===== config.mk =====
export PLATFORM = sky130hd
export DESIGN_NAME = ic_fill_ctrl
export DESIGN_NICKNAME = d
export VERILOG_FILES = /design/src/rtl/ic_fill_pkg.sv /design/src/rtl/ic_fill_ctrl.sv
export SDC_FILE = /design/constraint.sdc
export NUM_CORES = 1
export LEC_CHECK = 0
export ABC_AREA = 1
export CORE_ASPECT_RATIO = 1.4
export CORE_UTILIZATION = 32
export CTS_CLUSTER_DIAMETER = 50
export DETAILED_ROUTE_END_ITERATION = 8
export PLACE_DENSITY = 0.93
export SLEW_MARGIN = 25
export SYNTH_ARGS = -nofsm -noshare
export SYNTH_HDL_FRONTEND = slang
export SYNTH_SLANG_ARGS = --single-unit

===== constraint.sdc =====
create_clock -name clk_i -period 2.3 [get_ports clk_i]
set_input_delay 0.46 -clock clk_i [delete_from_list [all_inputs] [get_ports clk_i]]
set_output_delay 0.46 -clock clk_i [all_outputs]
set_load 0.01 [all_outputs]

===== src/rtl/ic_fill_pkg.sv =====
// Shared types and geometry for the I-cache line-fill controller.
// Line address slicing lives here so the set/tag split is defined once.
package ic_fill_pkg;

   localparam int ADDR_W          = 32;
   localparam int BLOCK_WORDS     = 16;
   localparam int WORDS_PER_CYCLE = 2;
   localparam int BEATS           = BLOCK_WORDS / WORDS_PER_CYCLE;
   localparam int BEAT_W          = $clog2(BEATS);
   localparam int LINE_OFF_W      = 6;
   localparam int WORD_OFF_W      = $clog2(BLOCK_WORDS);
   localparam int NUM_SETS        = 32;
   localparam int SET_W           = $clog2(NUM_SETS);
   localparam int LINE_ADDR_W     = ADDR_W - LINE_OFF_W;
   localparam int TAG_W           = LINE_ADDR_W - SET_W;

   typedef enum logic [1:0] {
      IDLE,
      REQ,
      FILL,
      DONE
   } ic_fill_state_t;

   typedef struct packed {
      logic [TAG_W-1:0] tag;
      logic [SET_W-1:0] set;
   } line_fields_t;

   function automatic line_fields_t slice_line(input logic [LINE_ADDR_W-1:0] line_addr);
      line_fields_t f;
      f.set = line_addr[SET_W-1:0];
      f.tag = line_addr[LINE_ADDR_W-1 -: TAG_W];
      return f;
   endfunction

endpackage


===== src/rtl/ic_fill_ctrl.sv =====
// I-cache line-fill initiator: requests a line from main memory on a miss,
// writes each returned beat into the arrays and flags the early-restart word.
module ic_fill_ctrl
   import ic_fill_pkg::*;
(
   input  logic                   clk_i,
   input  logic                   reset_i,
   input  logic                   miss_valid_i,
   input  logic [ADDR_W-1:0]      miss_addr_i,
   output logic                   ic_repl_permit_o,
   output logic                   cache_hit_o,
   input  logic                   rep_ready_i,
   input  logic [63:0]            rep_word_i,
   output logic                   fill_we_o,
   output logic [SET_W-1:0]       fill_set_o,
   output logic [TAG_W-1:0]       fill_tag_o,
   output logic [BEAT_W-1:0]      fill_beat_o,
   output logic [63:0]            fill_data_o,
   output logic                   crit_valid_o,
   output logic [31:0]            crit_word_o,
   output logic                   fill_done_o,
   output logic                   busy_o
);

   ic_fill_state_t          r_state;
   logic [BEAT_W-1:0]       r_beat_cnt;
   logic [LINE_ADDR_W-1:0]  r_line;
   logic [WORD_OFF_W-1:0]   r_word_off;

   ic_fill_state_t          w_next_state;
   logic [BEAT_W-1:0]       w_next_beat;
   logic                    w_accept;
   logic                    w_permit;
   logic                    w_busy;
   logic                    w_we;
   logic                    w_hit;
   logic                    w_live;
   logic                    w_held;
   logic                    w_crit;
   line_fields_t            w_line;
   logic                    w_unused_addr;

   // Byte-offset bits never reach the arrays; instruction fetch is word aligned.
   assign w_unused_addr = ^miss_addr_i[1:0];

   // NOTE: sequential state uses non-blocking assignments so every register
   // samples the pre-edge values of the others, independent of block ordering.
   always_ff @(posedge clk_i) begin
      if (reset_i) begin
         r_state    <= IDLE;
         r_beat_cnt <= '0;
         r_line     <= '0;
         r_word_off <= '0;
      end else begin
         r_state    <= w_next_state;
         r_beat_cnt <= w_next_beat;
         if (w_accept) begin
            r_line     <= miss_addr_i[ADDR_W-1:LINE_OFF_W];
            r_word_off <= miss_addr_i[LINE_OFF_W-1:2];
         end
      end
   end

   // NOTE: every signal written here gets a default first, so no path through
   // the case statement can leave one unassigned and infer a latch.
   always_comb begin
      w_next_state = r_state;
      w_next_beat  = r_beat_cnt;
      w_accept     = 1'b0;
      w_permit     = 1'b0;
      w_busy       = 1'b0;
      w_we         = 1'b0;
      w_hit        = 1'b0;
      unique case (r_state)
         IDLE: begin
            w_next_beat = '0;
            if (miss_valid_i) begin
               w_accept     = 1'b1;
               w_busy       = 1'b1;
               w_next_state = REQ;
            end
         end
         REQ: begin
            w_permit = 1'b1;
            w_busy   = 1'b1;
            if (rep_ready_i) begin
               w_we         = 1'b1;
               w_next_beat  = BEAT_W'(1);
               w_next_state = FILL;
            end
         end
         FILL: begin
            w_busy = 1'b1;
            if (rep_ready_i) begin
               w_we = 1'b1;
               if (r_beat_cnt == BEAT_W'(BEATS - 1)) begin
                  w_next_beat  = '0;
                  w_next_state = DONE;
               end else begin
                  w_next_beat = r_beat_cnt + 1'b1;
               end
            end else begin
               // Memory broke the stream: discard the partial line and re-request.
               w_next_beat  = '0;
               w_next_state = REQ;
            end
         end
         DONE: begin
            w_busy       = 1'b1;
            w_hit        = 1'b1;
            w_next_state = IDLE;
         end
         default: begin
            w_next_beat  = '0;
            w_next_state = IDLE;
         end
      endcase
   end

   assign w_live = ~reset_i;
   assign w_held = w_live && (r_state != IDLE);
   assign w_line = slice_line(r_line);
   assign w_crit = w_we && (r_beat_cnt == r_word_off[WORD_OFF_W-1:1]);

   assign busy_o           = w_live & w_busy;
   assign ic_repl_permit_o = w_live & w_permit;
   assign cache_hit_o      = w_live & w_hit;
   assign fill_done_o      = w_live & w_hit;
   assign fill_we_o        = w_live & w_we;
   assign fill_beat_o      = (w_live && w_we) ? r_beat_cnt : '0;
   assign fill_data_o      = (w_live && w_we) ? rep_word_i : '0;
   assign fill_set_o       = w_held ? w_line.set : '0;
   assign fill_tag_o       = w_held ? w_line.tag : '0;
   assign crit_valid_o     = w_live & w_crit;
   assign crit_word_o      = (w_live && w_crit)
                             ? (r_word_off[0] ? rep_word_i[63:32] : rep_word_i[31:0])
                             : '0;

endmodule


==> results of run 1 <==
-- layout make-up --
| class | instances | area [um2] |
|---|---|---|
| repair buffers | 250 | 2230 |
| fillers | 727 | 2910 |
| clock inverters | 1 | 5.00 |
| flip-flops and latches | 35 | 704 |
| multi-input cells | 304 | 1440 |
| clock buffers | 7 | 76.3 |
| well taps | 100 | 125 |
| inverters | 106 | 400 |
| diodes | 1 | 2.50 |
-- synthesized netlist by cell type --
| library cell | count | area, um2 |
|---|---|---|
| clkbuf_1 | 15 | 56.3 |
| nand2_2 | 1 | 6.26 |
| nand2_1 | 15 | 56.3 |
| or2_2 | 1 | 6.26 |
| nand3_1 | 3 | 15.0 |
| buf_2 | 9 | 45.0 |
| inv_4 | 1 | 6.26 |
| inv_1 | 105 | 394 |
| o21ai_0 | 31 | 155 |
| xor2_1 | 3 | 26.3 |
| nor2_1 | 171 | 642 |
| buf_4 | 1 | 7.51 |
| o21a_1 | 1 | 7.51 |
| a21oi_1 | 64 | 320 |
| nand3_4 | 1 | 17.5 |
| ha_1 | 7 | 87.6 |
| dfxtp_1 | 35 | 701 |
| buf_6 | 6 | 67.6 |
| nor2_2 | 5 | 31.3 |
-- logic make-up (layout without fill, tap and decap cells) --
| logic type | after synthesis | in the layout | share of synthesized area (%) |
|---|---|---|---|
| and+or+nand+nor | 197 | 198 | 29.2 |
| buffers and inverters | 137 | 364 | 21.8 |
| AOI/OAI and AO/OA | 96 | 96 | 18.2 |
| DFF | 35 | 35 | 26.5 |
| adders and majority gates | 7 | 7 | 3.31 |
| xor gates and xnor gates | 3 | 3 | 0.992 |
| other | 0 | 1 | 0 |
-- worst register-to-register path, stage by stage (launching register included) --
cell,delay [ps]
dfxtp_2,330
inv_2,80
ha_4,160
buf_4,120
nand2_1,90
buf_12,190
o21ai_0,310
a21oi_1,70
-- cells in the final DEF, fill, tap and decap left out, types with 2 or more instances in the layout --
| master | netlist | final |
|---|---|---|
| a21oi_1 | 64 | 64 |
| buf_12 | 0 | 5 |
| buf_2 | 9 | 41 |
| buf_4 | 1 | 14 |
| clkbuf_1 | 15 | 2 |
| clkbuf_2 | 0 | 4 |
| clkbuf_8 | 0 | 5 |
| clkdlybuf4s15_1 | 0 | 5 |
| clkdlybuf4s15_2 | 0 | 7 |
| clkdlybuf4s50_1 | 0 | 99 |
| dfxtp_1 | 35 | 32 |
| dfxtp_2 | 0 | 3 |
| dlygate4sd2_1 | 0 | 72 |
| ha_1 | 7 | 6 |
| inv_1 | 105 | 103 |
| inv_2 | 0 | 2 |
| nand2_1 | 15 | 15 |
| nand3_1 | 3 | 3 |
| nor2_1 | 171 | 162 |
| nor2_2 | 5 | 11 |
| nor2_4 | 0 | 3 |
| o21ai_0 | 31 | 31 |
| or2_4 | 0 | 2 |
| xor2_1 | 3 | 3 |
-- report_power, final --
group          leakage (nW)  switching (mW)  total (mW)  internal, mW
clock                0.0422           0.205       0.418         0.212
combinational          2.47            1.06        1.90         0.846
sequential            0.290          0.0688       0.844         0.775
total                  2.80            1.33        3.16          1.83
-- stage by stage --
| stage | total power [mW] | setup WS [ps] |
|---|---|---|
| after CTS | 3.14 | 7.65 |
| after detailed placement | 2.74 | -512 |
| final | 3.16 | 57.1 |
| after global routing | 3.41 | -25.4 |
| after floorplan | 1.87 | 417 |
| after global placement | 2.67 | -401 |
-- timing repair --
| item | in CTS | in global routing |
|---|---|---|
| endpoints found under the setup margin | 131 | 36 |
| cloned | 2 | 0 |
| pin swaps | 2 | 3 |
| setup buffers | 2 | 1 |
| gates resized for setup | 285 | 24 |
-- per-layer routing --
layer	vias to the layer above	wire length (um)	global-route usage [%]
met5	-	13	0
li1	1861	-	-
met1	1624	3680	21.6
met4	2	508	14.0
met2	187	5440	44.5
met3	45	1050	7.30
-- sequential cells by signal, indices dropped and copies added (netlist names) --
signal and count:
r_line 26, r_word_off 4, r_beat_cnt 3, r_state 2
-- final timing paths --
path	from	to	slack (ps)	depth (start not counted)
max	r_state[0]	crit_word_o[16]	60	9
min	r_line[2]	r_line[2]	450	2
max reg2reg	r_state[1]	r_line[13]	840	7
min reg2reg	r_line[2]	r_line[2]	450	2
==> metrics, run 1 <==
CP max-delay cell dfxtp_2; die width 78.9 um; Total GRT Usage 23.4%; outcome finished, final reports clean; Clock Latency Late Sink 280 ps; clock sink count 35; Power Dens Cells 635 nW/um2; TritonCTS clock tree built; Overflow after GRT 0; YS warnings 0; CTS Root Cell clkbuf_8; Vias/cell 4.63; clock slew at reported path FFs 70 ps; hold_ws 453 ps; CP Max Fanout 11; flops & latches, synth 35; cts hold-fix bufs 0; Worst slew margin 79.3%; Ports 231; # port buffers 228; Worst-Margin Slew 307 ps; maxcap violations 0; Syn Std Cell Area 2650 um2; Final Cell Area 4990 um2; critical path endpoint category output pin; post-placement cell area 5050 um2; min Tclk post-route 2240 ps; RSZ-0062 raised after global routing true; initial antenna violation count 3; max incr delay on CP 350 ps; post-DP HPWL 8240 um; H-tree depth 2; Worst Path Required 1840 ps; final wirelength 10,700 um; drt first-iter violations 137; max-slew violation count 0; number of iterations in the first detailed-routing pass 4; CTS Buf Count 5; Worst EP arrival 1780 ps; Post-Synthesis Cells 475; placed insts 790; Chip Height 110 um; Rows 38; worst vdd ir 0.483 mV; first-pass GRT wire length 16,000 um; clk_skew 5.36 ps; Final ANT Viol Nets 0; largest net degree at the start of global routing 58; Seq/Total Area, Yosys 26.5%; DR vias 3,719; setup tns final 0 ps; CP Buf/Inv Count 4; average wire per standard cell 13.3 um; timing-limited maximum frequency 446 MHz; Tcrit/Tclk final 97.5%; nets@finish 809; GPL Wtd Cong 0.848; CP Class flip-flop to output pin; crit-path cells inv_2, ha_4, nand3_4, nor2_4, nand2_4, buf_6, buf_12, nor2_2, buf_2; Die ar. 8650 um2; Initial Util 33.6%; post-route insts no fill 804; core area 7890 um2; Min-Delay Path Class flip-flop to flip-flop; Leak Pwr 2.80 nW; Netlist cell types 19; CP Launch Type flip-flop; Longest Clk Path Bufs 2; Mean Syn Cell Area 5.58 um2; Post-route DRC 0; final core area utilization 63.2%; Top delay family on crit path buffers and inverters; layout overhead on the synthesized area 88.2%; final setup fails 0; layout cells sized above 1 14.9%; vias in the first global route 3,519; final hold violations 0; Mapped Nets 582
Power figures use the tool's default switching activity.
==> run 2: changes to the inputs <==
--- a/config.mk
+++ b/config.mk
@@ -7,10 +7,10 @@
 export LEC_CHECK = 0
 export ABC_AREA = 1
 export CORE_ASPECT_RATIO = 1.4
-export CORE_UTILIZATION = 32
+export CORE_UTILIZATION = 29
 export CTS_CLUSTER_DIAMETER = 50
 export DETAILED_ROUTE_END_ITERATION = 8
-export PLACE_DENSITY = 0.93
+export PLACE_DENSITY = 0.89
 export SLEW_MARGIN = 25
 export SYNTH_ARGS = -nofsm -noshare
 export SYNTH_HDL_FRONTEND = slang
==> constraint.sdc (replaced) <==
create_clock -name clk_i -period 2 [get_ports clk_i]
set_input_delay 0.4 -clock clk_i [delete_from_list [all_inputs] [get_ports clk_i]]
set_output_delay 0.4 -clock clk_i [all_outputs]
set_load 0.01 [all_outputs]
==> metrics, run 2 (synthesis gave the netlist of run 1 again) <==
Worst Path Required 1600 ps (-240 ps); final hold violations 0 (unchanged); Power Total 3.94 mW (+25%); CTS Root Cell clkbuf_16; Worst EP arrival 1660 ps (-120 ps); CP max-delay cell dfxtp_2; maxcap violations 0 (unchanged); final core area utilization 57.6% (-5.6 points); min Tclk post-route 2060 ps; R2R Path Start r_state[0]; average wire per standard cell 13.0 um (-2.0%); clock slew at reported path FFs 50 ps (-20 ps); DR vias 3,723 (+0.11%); Worst-Margin Slew 374 ps (+66.8 ps); Post-route DRC 0 (unchanged); critical path endpoint category output pin; Power Dens Cells 786 nW/um2 (+24%); commonest non-fill, non-tap cells in the layout 147 x nor2_1, 102 x inv_1, 95 x clkdlybuf4s50_1, 79 x buf_2, 64 x a21oi_1; core area 8710 um2 (+10%); initial antenna violation count 6 (+3); H-tree depth 2 (unchanged); cts hold-fix bufs 0 (unchanged); Longest Clk Path Bufs 2 (unchanged); nets@finish 817 (+0.99%); Die ar. 9530 um2 (+10%); Final Cell Area 5020 um2 (+0.60%); FILL cells 824 (+13%); R2R depth 9 (+2); Tcrit/Tclk final 103%; die width 82.8 um (+4.9%); clk_skew 5.56 ps (+0.194 ps); CTS Buf Count 5 (unchanged); Final ANT Viol Nets 0 (unchanged); max incr delay on CP 330 ps (-20 ps); final setup fails 33 (+33); layout cells sized above 1 24.2% (+9.3 points); failing checks setup timing; number of iterations in the first detailed-routing pass 4 (unchanged); hold_sp r_line[1]; pre-CTS WS -652 ps (-139 ps); crit-path cells inv_2, ha_4, nand3_4, nor2_4, nand2_4, buf_12, nor2_2, buf_2; GPL Wtd Cong 0.776 (-8.5%); Chip Height 115 um (+5.0%); max FFs per register 26 (unchanged); final wirelength 10,700 um (about the same); setup tns final -663 ps (-663 ps); TritonCTS clock tree built; post-placement cell area 5140 um2 (+1.7%); Initial Util 30.4% (-3.1 points); Worst slew margin 74.8% (-4.5 points); RSZ-0062 raised after global routing true; post-DP HPWL 8160 um (-1.1%); Top reg by flops r_line; Rows 40 (+5.3%); Top Registers r_line: 26 flops, r_word_off: 4 flops, r_beat_cnt: 3 flops; Ports 231 (unchanged); Vias/cell 4.54 (-1.8%); Total GRT Usage 21.4% (-2.0 points); clock sink count 35 (unchanged); layout overhead on the synthesized area 89.4%; CP Max Fanout 14 (+3); timing-limited maximum frequency 487 MHz; Leak Pwr 2.77 nW (-1.1%); Clock Latency Late Sink 270 ps (about the same); max-slew violation count 0 (unchanged); # port buffers 228 (unchanged); CP Class flip-flop to output pin; Overflow after GRT 0 (unchanged); first-pass GRT wire length 15,600 um (-2.6%); reg2reg setup slack 470 ps (-370 ps); most common cell after layout, fill and taps aside nor2_1; outcome complete, but fails checks; drt first-iter violations 135 (-1.5%); Min-Delay Path Class flip-flop to flip-flop; CP Launch Type flip-flop; largest net degree at the start of global routing 58 (unchanged); worst vdd ir 0.650 mV (+34%); vias in the first global route 3,467 (-1.5%); Min-Delay Endpoint r_line[1]; WHS Path Cells 2 (unchanged); capturing point of the worst reg2reg path r_state[1]; setup ws final -55.1 ps (-112 ps)
==> run 2: cell count changes in the layout (fill, tap and decap cells not counted), sizes merged <==
cell / previous run / this run
buf: 63 / 112
clkbuf: 11 / 16
or2: 2 / 3
clkdlybuf4s15: 12 / 10
diode: 1 / 4
clkdlybuf4s50: 99 / 95
dlygate4sd2: 72 / 31
==> run 2: worst max-delay path by stage <==
| stage | startpoint | end | slack [ps] | cells after the start |
|---|---|---|---|---|
| 2_1_floorplan | r_state[0] | crit_word_o[2] | 180 | 7 |
| 3_3_place_gp | reset_i | fill_tag_o[5] | -570 | 5 |
| 3_5_place_dp | reset_i | fill_set_o[0] | -650 | 5 |
| 4_1_cts | r_state[1] | crit_valid_o | -60 | 8 |
| 5_1_grt | r_state[0] | crit_valid_o | -160 | 8 |
| 6_report | r_state[1] | crit_word_o[10] | -60 | 8 |
==> run 2: layout make-up <==
class / instances / area (um2) / area share, %
diodes: 4 / 10.0 / 0.200
flip-flops and latches: 35 / 704 / 14.0
clock inverters: 1 / 5.00 / 0.0998
clock buffers: 7 / 133 / 2.64
repair buffers: 257 / 2130 / 42.5
well taps: 105 / 131 / 2.62
inverters: 106 / 400 / 7.98
multi-input cells: 305 / 1500 / 29.9
==> run 2: critical path, delay by kind of cell (launching register included) <==
family	cells	cell delay [ps]
and+or+nand+nor	4	400
adders and majority gates	1	270
buffers and inverters	3	370
DFF	1	330
==> run 2: repair_timing <==
action	CTS	global route
setup endpoints to repair	131	99
endpoints found under the hold margin	0	0
setup buffers	2	1
gates cloned	3	0
resized for setup	412	51
pin swaps	5	0
==> run 2: through the flow <==
stage | hold slack (ps) | std cells
final | 453 | 820
after global routing | 478 | 816
after CTS | 454 | 815
after detailed placement | 446 | 802
after global placement | 442 | 802
after floorplan | 429 | 475
==> run 2: report_power, final <==
group          internal, mW  total (mW)  switching (mW)
Combinational         0.989        2.25            1.26
Sequential            0.892       0.963          0.0712
Clock                 0.459       0.725           0.266
==> run 2: per-layer routing <==
| layer | share of wire [%] | global-route usage [%] | vias to the layer above | wire length (um) |
|---|---|---|---|---|
| met5 | 0.24 | 0 | - | 26 |
| met4 | 3.2 | 10.2 | 4 | 347 |
| met3 | 12 | 8.10 | 33 | 1330 |
| met2 | 51 | 40.7 | 182 | 5450 |
| met1 | 33 | 19.1 | 1627 | 3530 |
| li1 | - | - | 1877 | - |
==> run 3: changes to the inputs <==
--- a/config.mk
+++ b/config.mk
@@ -7,6 +7,7 @@
 export LEC_CHECK = 0
 export ABC_AREA = 1
 export CORE_ASPECT_RATIO = 1.4
+export CORE_MARGIN = 2
 export CORE_UTILIZATION = 29
 export CTS_CLUSTER_DIAMETER = 50
 export DETAILED_ROUTE_END_ITERATION = 8
==> constraint.sdc (replaced) <==
create_clock -name clk_i -period 1.85 [get_ports clk_i]
set_input_delay 0.37 -clock clk_i [delete_from_list [all_inputs] [get_ports clk_i]]
set_output_delay 0.37 -clock clk_i [all_outputs]
set_load 0.01 [all_outputs]
==> metrics, run 3 (synthesis gave the netlist of run 1 again) <==
maxcap violations 0 (unchanged); Total GRT Usage 21.0% (-0.40 points); outcome complete, but fails checks; final wirelength 11,200 um (+5.1%); worst vdd ir 0.796 mV (+23%); n_diodes 0 (-4); CTS Buf Count 5 (unchanged); vias in the first global route 3,408 (-1.7%); Tcrit/Tclk final 112%; nets@finish 821 (+0.49%); combinational share of power 59.1% (+1.9 points); CP Max Fanout 7 (-7); Final ANT Viol Nets 0 (unchanged); average wire per standard cell 13.7 um (+4.9%); largest net degree at the start of global routing 48 (-17%); Worst slew margin 76.4% (+1.6 points); TritonCTS clock tree built; Power Dens Cells 862 nW/um2 (+9.7%); Die ar. 9920 um2 (+4.2%); Worst-Margin Slew 354 ps (-20.1 ps); Final Cell Area 5370 um2 (+7.0%); commonest non-fill, non-tap cells in the layout 138 x nor2_1, 102 x inv_1, 95 x clkdlybuf4s50_1, 64 x a21oi_1, 59 x buf_2; Vias/cell 4.53 (-0.22%); H-tree depth 2 (unchanged); crit-path cells inv_2, ha_4, nand3_4, nor2_4, nand2_8, buf_16, nor2_1, buf_2; Top Registers r_line: 26 flops, r_word_off: 4 flops, r_beat_cnt: 3 flops; CP Launch Type flip-flop; Initial Util 29.7% (-0.74 points); Worst Path Required 1480 ps (-120 ps); die width 84.8 um (+2.4%); Worst EP arrival 1700 ps (+40 ps); Clock Latency Late Sink 270 ps (about the same); clock sink count 35 (unchanged); critical path endpoint category output pin; Longest Clk Path Bufs 2 (unchanged); # port buffers 228 (unchanged); Post-route DRC 0 (unchanged); RSZ-0062 raised after global routing true; final core area utilization 60.1% (+2.5 points); core area 8930 um2 (+2.5%); min Tclk post-route 2070 ps; failing checks setup timing; switching share of power 40.0% (-0.66 points); uppermost layer routed met5; initial antenna violation count 1 (-5); Clk network pwr share 18.4% (about the same); most common cell after layout, fill and taps aside nor2_1; GPL Wtd Cong 0.815 (+5.0%); Ports 231 (unchanged); Int Pwr 2.78 mW (+19%); max incr delay on CP 330 ps (about the same); post-DP HPWL 7620 um (-6.6%); Overflow after GRT 0 (unchanged); CP Class flip-flop to output pin; NetSw 1.85 mW (+16%); wire length on met3 842 um (-37%); CP max-delay cell dfxtp_2; Min-Delay Path Class flip-flop to flip-flop; setup ws final -219 ps (-164 ps); final setup fails 100 (+200%); number of iterations in the first detailed-routing pass 4 (unchanged); drt first-iter violations 90 (-33%); clock slew at reported path FFs 50 ps (about the same); Leak Pwr 2.72 nW (-1.8%); layout cells sized above 1 30.5% (+6.3 points); CTS Root Cell clkbuf_16; Top reg by flops r_line; first-pass GRT wire length 16,600 um (+6.4%); clk_skew 3.85 ps (-1.71 ps); DR vias 3,724 (+0.027%); DRT met1 WL 3980 um (+13%); Sequential Power Share 22.6% (-1.8 points); hold_ws 449 ps (-3.46 ps); Rows 41 (+2.5%); layout overhead on the synthesized area 103%; post-placement cell area 5130 um2 (about the same); max FFs per register 26 (unchanged); final hold violations 0 (unchanged); timing-limited maximum frequency 483 MHz; metal2 WL 6160 um (+13%); Chip Height 117 um (+1.7%); max-slew violation count 0 (unchanged)
==> run 3: cell type report <==
| type | count | area [um2] |
|---|---|---|
| tap | 107 | 134 |
| multi-input combinational | 306 | 1590 |
| timing repair buffer | 260 | 2380 |
| inverter | 106 | 403 |
| sequential | 35 | 704 |
| clock buffer | 8 | 156 |
| fill | 808 | 3560 |
==> run 3: path summary, 6_finish.rpt <==
path,start,end,slack [ps],cells past startpoint
min reg2reg,r_line[0],r_line[0],450,2
min,r_line[0],r_line[0],450,2
max,r_state[0],crit_word_o[30],-220,8
max reg2reg,r_state[0],r_state[1],440,9
==> run 3: metal layers <==
layer / global-route usage, % / vias up
li1: - / 1894
met1: 21.1 / 1634
met2: 42.4 / 170
met3: 4.42 / 24
met4: 7.20 / 2
met5: 0 / -
==> run 3: power groups by stage <==
stage	clock network (mW)	logic, mW	registers, mW
5_1_grt	0.912	3.00	1.07
3_3_place_gp	0	2.37	1.05
6_report	0.850	2.74	1.04
4_1_cts	0.872	2.68	1.04
2_1_floorplan	0	1.29	1.04
3_5_place_dp	0	2.41	1.05
==> run 3: critical path, delay by kind of cell, from the launching register on <==
| family | cells | cell delay, ps |
|---|---|---|
| flops | 1 | 330 |
| fa+ha+maj | 1 | 280 |
| buf+inv | 3 | 370 |
| simple gates | 4 | 450 |
==> run 3: repair_timing <==
action | in CTS | in global routing
setup endpoints to repair | 131 | 127
gates cloned | 9 | 0
pin swaps | 5 | 4
resized for setup | 480 | 67
buffers inserted | 2 | 0
hold buffers | 0 | 0
==> run 3: stage by stage <==
step | setup TNS, ps | setup WS [ps] | power (mW) | cells
floorplan | 0 | 57.5 | 2.33 | 475
global placement | -70010 | -656 | 3.42 | 803
detailed placement | -73120 | -661 | 3.47 | 803
CTS | -17410 | -226 | 4.60 | 822
global route | -24170 | -297 | 4.97 | 822
finish | -15610 | -219 | 4.63 | 822
